$ cat config.mk
export PLATFORM = sky130hd
export DESIGN_NAME = mesh_term_ingress
export DESIGN_NICKNAME = d
export VERILOG_FILES = /design/src/rtl/mesh_term_ingress.sv
export SDC_FILE = /design/constraint.sdc
export NUM_CORES = 1
export LEC_CHECK = 0
export CAP_MARGIN = 10
export CELL_PAD_IN_SITES_DETAIL_PLACEMENT = 0
export CELL_PAD_IN_SITES_GLOBAL_PLACEMENT = 2
export CORE_UTILIZATION = 49
export CTS_CLUSTER_DIAMETER = 120
export DETAILED_ROUTE_END_ITERATION = 7
export PLACE_DENSITY = 0.89
export SYNTH_ARGS = -nofsm -noshare
export SYNTH_HDL_FRONTEND = slang
export SYNTH_SLANG_ARGS = --single-unit
$ cat constraint.sdc
create_clock -name clk -period 10 [get_ports clk]
set_input_delay 1 -clock clk [delete_from_list [all_inputs] [get_ports clk]]
set_output_delay 1 -clock clk [all_outputs]
set_load 0.005 [all_outputs]
$ cat src/rtl/mesh_term_ingress.sv
// mesh_term_ingress: per-terminal source adapter; validates destinations, assembles mesh packets
// and buffers them in a show-ahead FIFO with a registered head toward the router.  Rev 1.0
`default_nettype none

module mesh_term_ingress #(
  parameter int          ROWS       = 4,
  parameter int          COLUMNS    = 4,
  parameter int          PCKG_SZ    = 32,
  parameter int          FIFO_DEPTH = 16,
  parameter logic [7:0]  BDCST      = 8'hFF
) (
  input  logic                            clk,
  input  logic                            reset,
  input  logic                            wr_en,
  input  logic [3:0]                      wr_row,
  input  logic [3:0]                      wr_col,
  input  logic                            wr_mode,
  input  logic [PCKG_SZ-18:0]             wr_payload,
  output logic                            full,
  output logic [$clog2(FIFO_DEPTH+1)-1:0] count,
  output logic                            pndng_i_in,
  output logic [PCKG_SZ-1:0]              data_out_i_in,
  input  logic                            popin,
  input  logic                            clr_stat,
  output logic                            overflow,
  output logic [15:0]                     drop_cnt,
  output logic [15:0]                     illegal_cnt
);

  localparam int CW = $clog2(FIFO_DEPTH+1);
  localparam int PW = $clog2(FIFO_DEPTH);

  logic [PCKG_SZ-1:0] mem [FIFO_DEPTH];
  logic [PW-1:0]      wr_ptr, rd_ptr, rd_ptr_next;
  logic [CW-1:0]      cnt, cnt_next, remaining;
  logic               row_edge, col_edge, row_in, col_in, legal;
  logic               do_push, do_pop;
  logic [PCKG_SZ-1:0] pkt, head_next;

  assign pkt = {8'h00, wr_row, wr_col, wr_mode, wr_payload};

  // Corners fail both edge tests because the other coordinate is out of the 1..N range.
  assign row_edge = (wr_row == 4'd0) || (wr_row == 4'(ROWS + 1));
  assign col_edge = (wr_col == 4'd0) || (wr_col == 4'(COLUMNS + 1));
  assign row_in   = (wr_row >= 4'd1) && (wr_row <= 4'(ROWS));
  assign col_in   = (wr_col >= 4'd1) && (wr_col <= 4'(COLUMNS));
  assign legal    = ({wr_row, wr_col} == BDCST) || (row_edge && col_in) || (col_edge && row_in);

  assign full    = (cnt == CW'(FIFO_DEPTH));
  assign count   = cnt;
  assign do_pop  = popin && pndng_i_in;
  assign do_push = wr_en && legal && (!full || do_pop);

  always_comb begin
    cnt_next = cnt;
    if (do_push && !do_pop)
      cnt_next = cnt + CW'(1);
    else if (do_pop && !do_push)
      cnt_next = cnt - CW'(1);
  end

  assign rd_ptr_next = do_pop ? rd_ptr + PW'(1) : rd_ptr;
  assign remaining   = cnt - CW'(do_pop);

  // When nothing older survives the edge, the incoming word is the next head (not yet in mem).
  assign head_next = (do_push && (remaining == '0)) ? pkt : mem[rd_ptr_next];

  always_ff @(posedge clk) begin
    if (do_push)
      mem[wr_ptr] <= pkt;
  end

  always_ff @(posedge clk or posedge reset) begin
    if (reset) begin
      wr_ptr        <= '0;
      rd_ptr        <= '0;
      cnt           <= '0;
      pndng_i_in    <= 1'b0;
      data_out_i_in <= '0;
    end else begin
      if (do_push)
        wr_ptr <= wr_ptr + PW'(1);
      rd_ptr     <= rd_ptr_next;
      cnt        <= cnt_next;
      pndng_i_in <= (cnt_next != '0);
      if (cnt_next != '0)
        data_out_i_in <= head_next;
    end
  end

  always_ff @(posedge clk or posedge reset) begin
    if (reset) begin
      overflow    <= 1'b0;
      drop_cnt    <= '0;
      illegal_cnt <= '0;
    end else if (clr_stat) begin
      overflow    <= 1'b0;
      drop_cnt    <= '0;
      illegal_cnt <= '0;
    end else begin
      if (wr_en && !legal && (illegal_cnt != 16'hFFFF))
        illegal_cnt <= illegal_cnt + 16'd1;
      if (wr_en && legal && full && !do_pop) begin
        overflow <= 1'b1;
        if (drop_cnt != 16'hFFFF)
          drop_cnt <= drop_cnt + 16'd1;
      end
    end
  end

endmodule

`default_nettype wire

==> out/qor.csv, run 1 <==
stage;metric;value;unit
critical_path;Critical Path Max Stage Delay;0.98;ns
cts;CTS clk-pin slew, worst paths;0.06;ns
outcome;status;completed;
pwr;peak supply drop;0.324;mV
die;Rows;70;
min_path;WHS Path Cells;1;
die;Starting Density;50.2;%
finish;final core utilization;58.7;%
min_path;Hold EP;data_out_i_in[19];
place;pre-CTS setup slack;4.78;ns
timing;Final WS setup;5.36;ns
logic_synthesis;EDFF count, synth;384;
finish;area delta synth->final;16.8;%
logic_synthesis;ys flop type;edfxtp_1;
place;I/O Buffers;92;
timing;clk_skew;0.0197;ns
finish;Sequential cell area;0.0133;sq mm
finish;# diodes;0;
cts;TritonCTS clock tree;built;
place;cell count after placement;1581;
critical_path;worst path arrival time;4.86;ns
routing;met2 WL;18.9;mm
timing;RSZ-0062 raised after global routing;no;
timing;Slew HR;15.6;%
logic_synthesis;syn_area_per_cell;18.3;sq um
min_path;Hold Path Origin;data_out_i_in[19];
critical_path;Buf+Inv Stages, Crit Path;2;
routing;vias;9660;
global_route;gr ovfl total;0;
min_path;HP Class;reg2reg;
logic_synthesis;Seq/Total Area, Yosys;71.8;%
finish;layout cells sized above 1;19.5;%
global_route;first-pass GRT wire length;60.4;mm
critical_path;Crit path required time;10.22;ns
cts;clk root buf;clkbuf_16;
critical_path;Reg2Reg Setup Slack;6.22;ns
pwr;PwrDens;286;mW/mm^2
cts;clk sinks;455;
logic_synthesis;Post-Synthesis Cells;1014;
routing;Via density;5.79;
timing;Final Hold Fails;0;
finish;area of the multi-input gates;0.00492;sq mm
die;Top Ports;101;
die;Die Span Y;196;um
routing;total length of routed met3 wires;2.44;mm
timing;count of pins over their slew limit;0;
cts;H-tree lvl count;2;
logic_synthesis;mux cell area share after synthesis;15.9;%
logic_synthesis;ys async rst share;15.6;%
critical_path;Cell Chain, Critical Path;clkdlybuf4s50_1 -> nor3b_1 -> o21ai_0 -> o2bb2ai_2 -> nor4_2 -> nand2_1 -> nor2_2 -> buf_4;
finish;Fillers;2699;
critical_path;CP Launch Type;input pin;
die;Core ar.;0.0369;sq mm
logic_synthesis;total number of yosys warnings;0;
logic_synthesis;Post-Synthesis Cell Area;0.0185;sq mm
finish;most common cell after layout, fill and taps aside;edfxtp_1;
cts;Post-CTS Hold Buffers;0;
cts;Setup Fix Bufs, Post-CTS;0;
timing;Final min period;4.64;ns
timing;setup TNS;0;ns
logic_synthesis;Cell variety after synth;60;
logic_synthesis;simple-gate share of the synthesized area;5.19;%
critical_path;critical-path maximum fanout;21;
critical_path;critical path class;in2reg;
critical_path;cells on worst reg2reg path;9;
die;full die area;0.0386;sq mm
routing;routed wire length;38.8;mm
cts;CTS resizes;0;
critical_path;FF-to-FF Start;pndng_i_in;
routing;Highest Signal Layer;met4;
critical_path;R2R Path End;data_out_i_in[23];
finish;Final #Nets;1165;
timing;fin crit share;46.4;%
global_route;vias in the first global route;9804;
routing;ANT nets after route;0;
logic_synthesis;largest family of logic cells by synthesized area;multiplexers;
routing;drt pass-1 iters;4;
timing;setup violators final;0;
logic_synthesis;post-synthesis xor/xnor area fraction;1.88;%
global_route;Global Route Usage Sum;20.9;%
cts;total CTS buffers;46;
critical_path;crit-path leading delay family;simple AND/OR/NAND/NOR gates;
place;DPL Wire Length;21.6;mm
routing;DRT iter0 DRCs;1030;
routing;detailed-route DRC error count;0;
logic_synthesis;area share of fa/ha/maj cells after synthesis;0.675;%
pwr;Pleak;7.59;nW
finish;Finished Layout Cells;1667;
place;Final Wtd Congestion;0.759;
routing;DR WL/cell;23.3;um
logic_synthesis;Synth Register Bits;455;
die;Die Wd;196;um
critical_path;Setup crit end kind;flop;
logic_synthesis;Compound-Gate Fraction of Synth Area;2.17;%
flow_run;Maximum Capacitance Violations;0;
finish;commonest non-fill, non-tap cells in the layout;384 x edfxtp_1, 96 x mux4_2, 92 x clkdlybuf4s50_1;
global_route;initial antenna violation count;0;
global_route;largest net degree at the start of global routing;98;
timing;Worst Tran Pin Value;1.26;ns
timing;Max Clk Rate;215;MHz
routing;met1 wire length;16.7;mm
critical_path;Critical Path Stages;8;
cts;clock latency on the worst-skew pair;0.55;ns
critical_path;CP max stage cell;clkdlybuf4s50_1;
cts;CTS Buffer Depth;3;
report_power, final:
group / switching (W) / total, W / internal, W / leakage [nW]
sequential: 0.0000841 / 0.00228 / 0.00219 / 4.35
combinational: 0.00110 / 0.00221 / 0.00111 / 2.49
clock: 0.000704 / 0.00171 / 0.00101 / 0.747
stage by stage:
step           hold WS, ns  power, W  area (sq um)
3_5_place_dp         0.491   0.00455         20100
5_1_grt              0.531   0.00652         21600
2_1_floorplan        0.483   0.00393         18500
6_report             0.499   0.00620         21600
3_3_place_gp         0.496   0.00453         20100
4_1_cts              0.507   0.00627         21600
flip-flops by register name, summed over array words and instances, names as in the netlist:
name	count
drop_cnt	16
pndng_i_in	1
overflow	1
wr_ptr	4
illegal_cnt	16
count	5
mem	384
rd_ptr	4
data_out_i_in	24
cells in the mapped netlist, types with 14 or more instances:
cell type,instances,area [sq um]
clkbuf_1,28,105
dfrtp_1,71,1780
edfxtp_1,384,11500
inv_1,37,139
mux2i_1,71,711
mux4_2,96,2160
nand2_1,17,63.8
nand3_1,62,310
nand4_1,14,87.6
nor2_1,52,195
o211ai_1,22,165
xor2_1,28,245
cell families after synthesis:
logic type                 count (synthesis)
AOI/OAI and AO/OA                         53
xor gates and xnor gates                  39
adders and majority gates                 10
buffers and inverters                     98
DFF                                      455
muxes                                    173
other                                      1
and+or+nand+nor                          185
per-layer routing:
| layer | global-route usage (%) | vias to the layer above |
|---|---|---|
| met5 | 0 | - |
| met4 | 5.35 | 0 |
| met3 | 3.11 | 57 |
| met2 | 33.6 | 315 |
| met1 | 30.3 | 5062 |
| li1 | - | 4226 |
layout make-up:
| type | instances | share of cell area (%) |
|---|---|---|
| Clock buffer | 68 | 6.17 |
| Clock inverter | 17 | 0.838 |
| Inverter | 38 | 0.665 |
| Multi-Input combinational cell | 468 | 22.7 |
| Sequential cell | 455 | 61.5 |
| Tap cell | 504 | 2.91 |
| Timing Repair Buffer | 117 | 5.18 |
worst register-to-register path, cell delays in order, from the launching register on:
cell and delay, ns:
dfrtp_1 0.37, nand2_1 0.40, mux2_4 0.63, buf_4 0.79
mux4_2 0.44, nor2b_1 0.14, a211oi_1 0.23, a21oi_1 0.06
mux2_2 0.30, mux2_1 0.30
worst max path at each step:
stage | start | to | slack (ns)
floorplan | wr_row[0] | mem[3][0] | 5.58
global placement | wr_row[2] | mem[11][2] | 4.92
detailed placement | wr_row[2] | mem[11][0] | 4.78
CTS | wr_row[2] | mem[11][23] | 5.35
global route | wr_row[2] | mem[11][23] | 5.04
finish | wr_row[2] | mem[11][23] | 5.36
No activity file was read; power rests on OpenSTA's default activity.
==> run 2: changes to the inputs <==
Settings changed: CORE_UTILIZATION 49 to 46, PLACE_DENSITY 0.89 to 0.85.
Clock period 10 ns to 4.6 ns, I/O delays scaled along.
==> run 2 against run 1 <==
Against the previous run:
- flip-flop and latch count stayed put
- final area is 1.5% higher
- worst hold slack worse by 0.12 ns
- critical path depth is 2 higher
- core utilization is 3.4 points lower
==> out/qor.csv, run 2 (synthesized netlist as in run 1, its figures left out) <==
stage;metric;value;unit;change
cts;CTS resizes;0;;unchanged
critical_path;Reg2Reg Setup Slack;1.63;ns;was 6.22 ns
finish;Fillers;3080;;was 2,699
cts;CTS Buffer Depth;3;;unchanged
place;Final Wtd Congestion;0.779;;was 0.759
pwr;P_int;0.00959;W;was 0.00431 W
global_route;first-pass GRT wire length;61.1;mm;was 60.4 mm
finish;area of the multi-input gates;0.00492;sq mm;unchanged
die;Rows;73;;was 70
die;Starting Density;46.6;%;was 50.2%
critical_path;CP Launch Type;input pin;;unchanged
routing;ANT nets after route;0;;unchanged
routing;detailed-route DRC error count;0;;unchanged
pwr;power share of the sequential group;36.3;%;was 36.8%
outcome;status;completed;;unchanged
global_route;Global Route Usage Sum;20.0;%;was 20.9%
timing;setup violators final;0;;unchanged
critical_path;Crit path required time;5.05;ns;was 10.22 ns
routing;Via density;5.65;;was 5.79
cts;H-tree lvl count;2;;unchanged
finish;layout cells sized above 1;21.4;%;was 19.5%
critical_path;FF-to-FF Start;pndng_i_in;;unchanged
finish;Largest Register;mem;;unchanged
min_path;HP Class;in2async;;was reg2reg
routing;DR WL/cell;23.2;um;was 23.3 um
finish;Sequential cell area;0.0133;sq mm;unchanged
cts;clk root buf;clkbuf_16;;unchanged
routing;met2 WL;19.3;mm;was 18.9 mm
timing;Final Hold Fails;0;;unchanged
critical_path;cells on worst reg2reg path;9;;unchanged
critical_path;crit-path leading delay family;buffers and inverters;;was simple AND/OR/NAND/NOR gates
global_route;gr ovfl total;0;;unchanged
global_route;largest net degree at the start of global routing;67;;was 98
routing;Highest Signal Layer;met4;;unchanged
finish;commonest non-fill, non-tap cells in the layout;384 x edfxtp_1, 96 x mux4_2, 92 x clkdlybuf4s50_1;;unchanged
place;I/O Buffers;92;;unchanged
finish;area delta synth->final;18.5;%;was 16.8%
global_route;initial antenna violation count;0;;unchanged
die;Die Wd;203;um;was 196 um
timing;setup TNS;0;ns;unchanged
pwr;Switching Fraction;30.1;%;was 30.5%
die;Top Ports;101;;unchanged
timing;Worst Tran Pin Value;0.926;ns;was 1.26 ns
cts;CTS clk-pin slew, worst paths;0.06;ns;about the same
die;full die area;0.0411;sq mm;was 0.0386 sq mm
critical_path;Buf+Inv Stages, Crit Path;2;;unchanged
pwr;Pleak;7.77;nW;was 7.59 nW
critical_path;worst path arrival time;3.92;ns;was 4.86 ns
pwr;total power;0.0137;W;was 0.00620 W
finish;Largest register FFs;384;;unchanged
timing;Slew HR;38.3;%;was 15.6%
critical_path;critical-path maximum fanout;25;;was 21
global_route;vias in the first global route;9993;;was 9,804
critical_path;CP max stage cell;clkdlybuf4s50_1;;unchanged
pwr;net switching power of the design;0.00414;W;was 0.00189 W
place;DPL Wire Length;23.1;mm;was 21.6 mm
die;Core ar.;0.0397;sq mm;was 0.0369 sq mm
critical_path;Critical Path Max Stage Delay;0.79;ns;was 0.98 ns
critical_path;R2R Path End;data_out_i_in[7];;was data_out_i_in[23]
timing;RSZ-0062 raised after global routing;no;;unchanged
routing;met1 wire length;17.5;mm;was 16.7 mm
critical_path;critical path class;in2reg;;unchanged
finish;Top Registers;mem: 384 flops, data_out_i_in: 24 flops;;unchanged
cts;total CTS buffers;46;;unchanged
critical_path;Critical Path Stages;10;;was 8
timing;Final min period;3.47;ns;
cts;TritonCTS clock tree;built;;unchanged
cts;clock latency on the worst-skew pair;0.58;ns;was 0.55 ns
timing;clk_skew;0.0277;ns;was 0.0197 ns
cts;clk sinks;455;;unchanged
cts;Setup Fix Bufs, Post-CTS;0;;unchanged
finish;# diodes;0;;unchanged
routing;vias;9696;;was 9,660
flow_run;Maximum Capacitance Violations;0;;unchanged
die;Die Span Y;203;um;was 196 um
finish;most common cell after layout, fill and taps aside;edfxtp_1;;unchanged
pwr;peak supply drop;0.464;mV;was 0.324 mV
routing;DRT iter0 DRCs;796;;was 1,030
pwr;PwrDens;625;mW/mm^2;was 286 mW/mm^2
critical_path;Cell Chain, Critical Path;clkdlybuf4s50_1 -> nor3b_1 -> o21ai_0 -> o2bb2ai_2 -> nor3_4 -> mux2i_1 -> xor2_1 -> nand4bb_2 -> buf_4 -> mux2_1;;was clkdlybuf4s50_1 -> nor3b_1 -> o21ai_0 -> o2bb2ai_2 -> nor4_2 -> nand2_1 -> nor2_2 -> buf_4
routing;routed wire length;39.9;mm;was 38.8 mm
pwr;combinational cell fraction of total power;35.4;%;was 35.6%
critical_path;Setup crit end kind;flop;;unchanged
cts;Post-CTS Hold Buffers;0;;unchanged
routing;total length of routed met3 wires;2.31;mm;was 2.44 mm
finish;Final #Nets;1194;;was 1,165
routing;drt pass-1 iters;8;;was 4
timing;Max Clk Rate;288;MHz;
pwr;Clk pwr share;28.3;%;was 27.6%
timing;count of pins over their slew limit;0;;unchanged
timing;fin crit share;75.4;%;
run 2: power by group through the flow:
stage,registers (W),logic [W],clock network (W)
after floorplan,0.00498,0.00356,0
after global placement,0.00507,0.00490,0
after detailed placement,0.00507,0.00496,0
after CTS,0.00499,0.00497,0.00396
after global routing,0.00501,0.00530,0.00411
final,0.00499,0.00486,0.00388
run 2: worst register-to-register path: cells and delay by family, from the launching register on:
| kind | cells | cell delay, ns |
|---|---|---|
| multiplexers | 3 | 0.97 |
| buffers and inverters | 2 | 0.57 |
| XOR/XNOR | 1 | 0.54 |
| flip-flops | 1 | 0.37 |
| AND/OR/NAND/NOR | 2 | 0.18 |
| AO/OA/AOI/OAI | 1 | 0.18 |
run 2: layer usage:
layer,global-route usage [%],vias up
met5,0,-
met4,5.56,0
met3,3.92,50
met2,32.0,299
met1,28.2,5057
li1,-,4290
run 2: metrics by stage:
stage	utilization (%)	cell area, sq um	hold WS (ns)	worst slack (ns)	instances
2_1_floorplan	-	18500	0.483	0.723	1021
3_3_place_gp	51.3	20400	0.487	0.580	1632
3_5_place_dp	51.3	20400	0.491	0.538	1632
4_1_cts	55.3	22000	0.401	1.16	1717
5_1_grt	55.3	22000	0.453	0.933	1717
6_report	55.3	22000	0.382	1.13	1717
run 2: worst max path at each step:
| stage | start | to | slack (ns) |
|---|---|---|---|
| 6_report | wr_row[1] | data_out_i_in[19] | 1.13 |
| 5_1_grt | wr_row[1] | data_out_i_in[19] | 0.93 |
| 4_1_cts | wr_row[1] | data_out_i_in[19] | 1.16 |
| 3_5_place_dp | wr_row[1] | data_out_i_in[19] | 0.54 |
| 3_3_place_gp | wr_row[1] | data_out_i_in[19] | 0.58 |
| 2_1_floorplan | wr_row[0] | mem[3][0] | 0.72 |
run 2: cell type report:
class	instances	area share [%]
Clock buffer	62	5.80
Clock inverter	23	1.38
Inverter	38	0.655
Multi-Input combinational cell	468	22.4
Sequential cell	455	60.6
Tap cell	525	2.99
Timing Repair Buffer	146	6.15
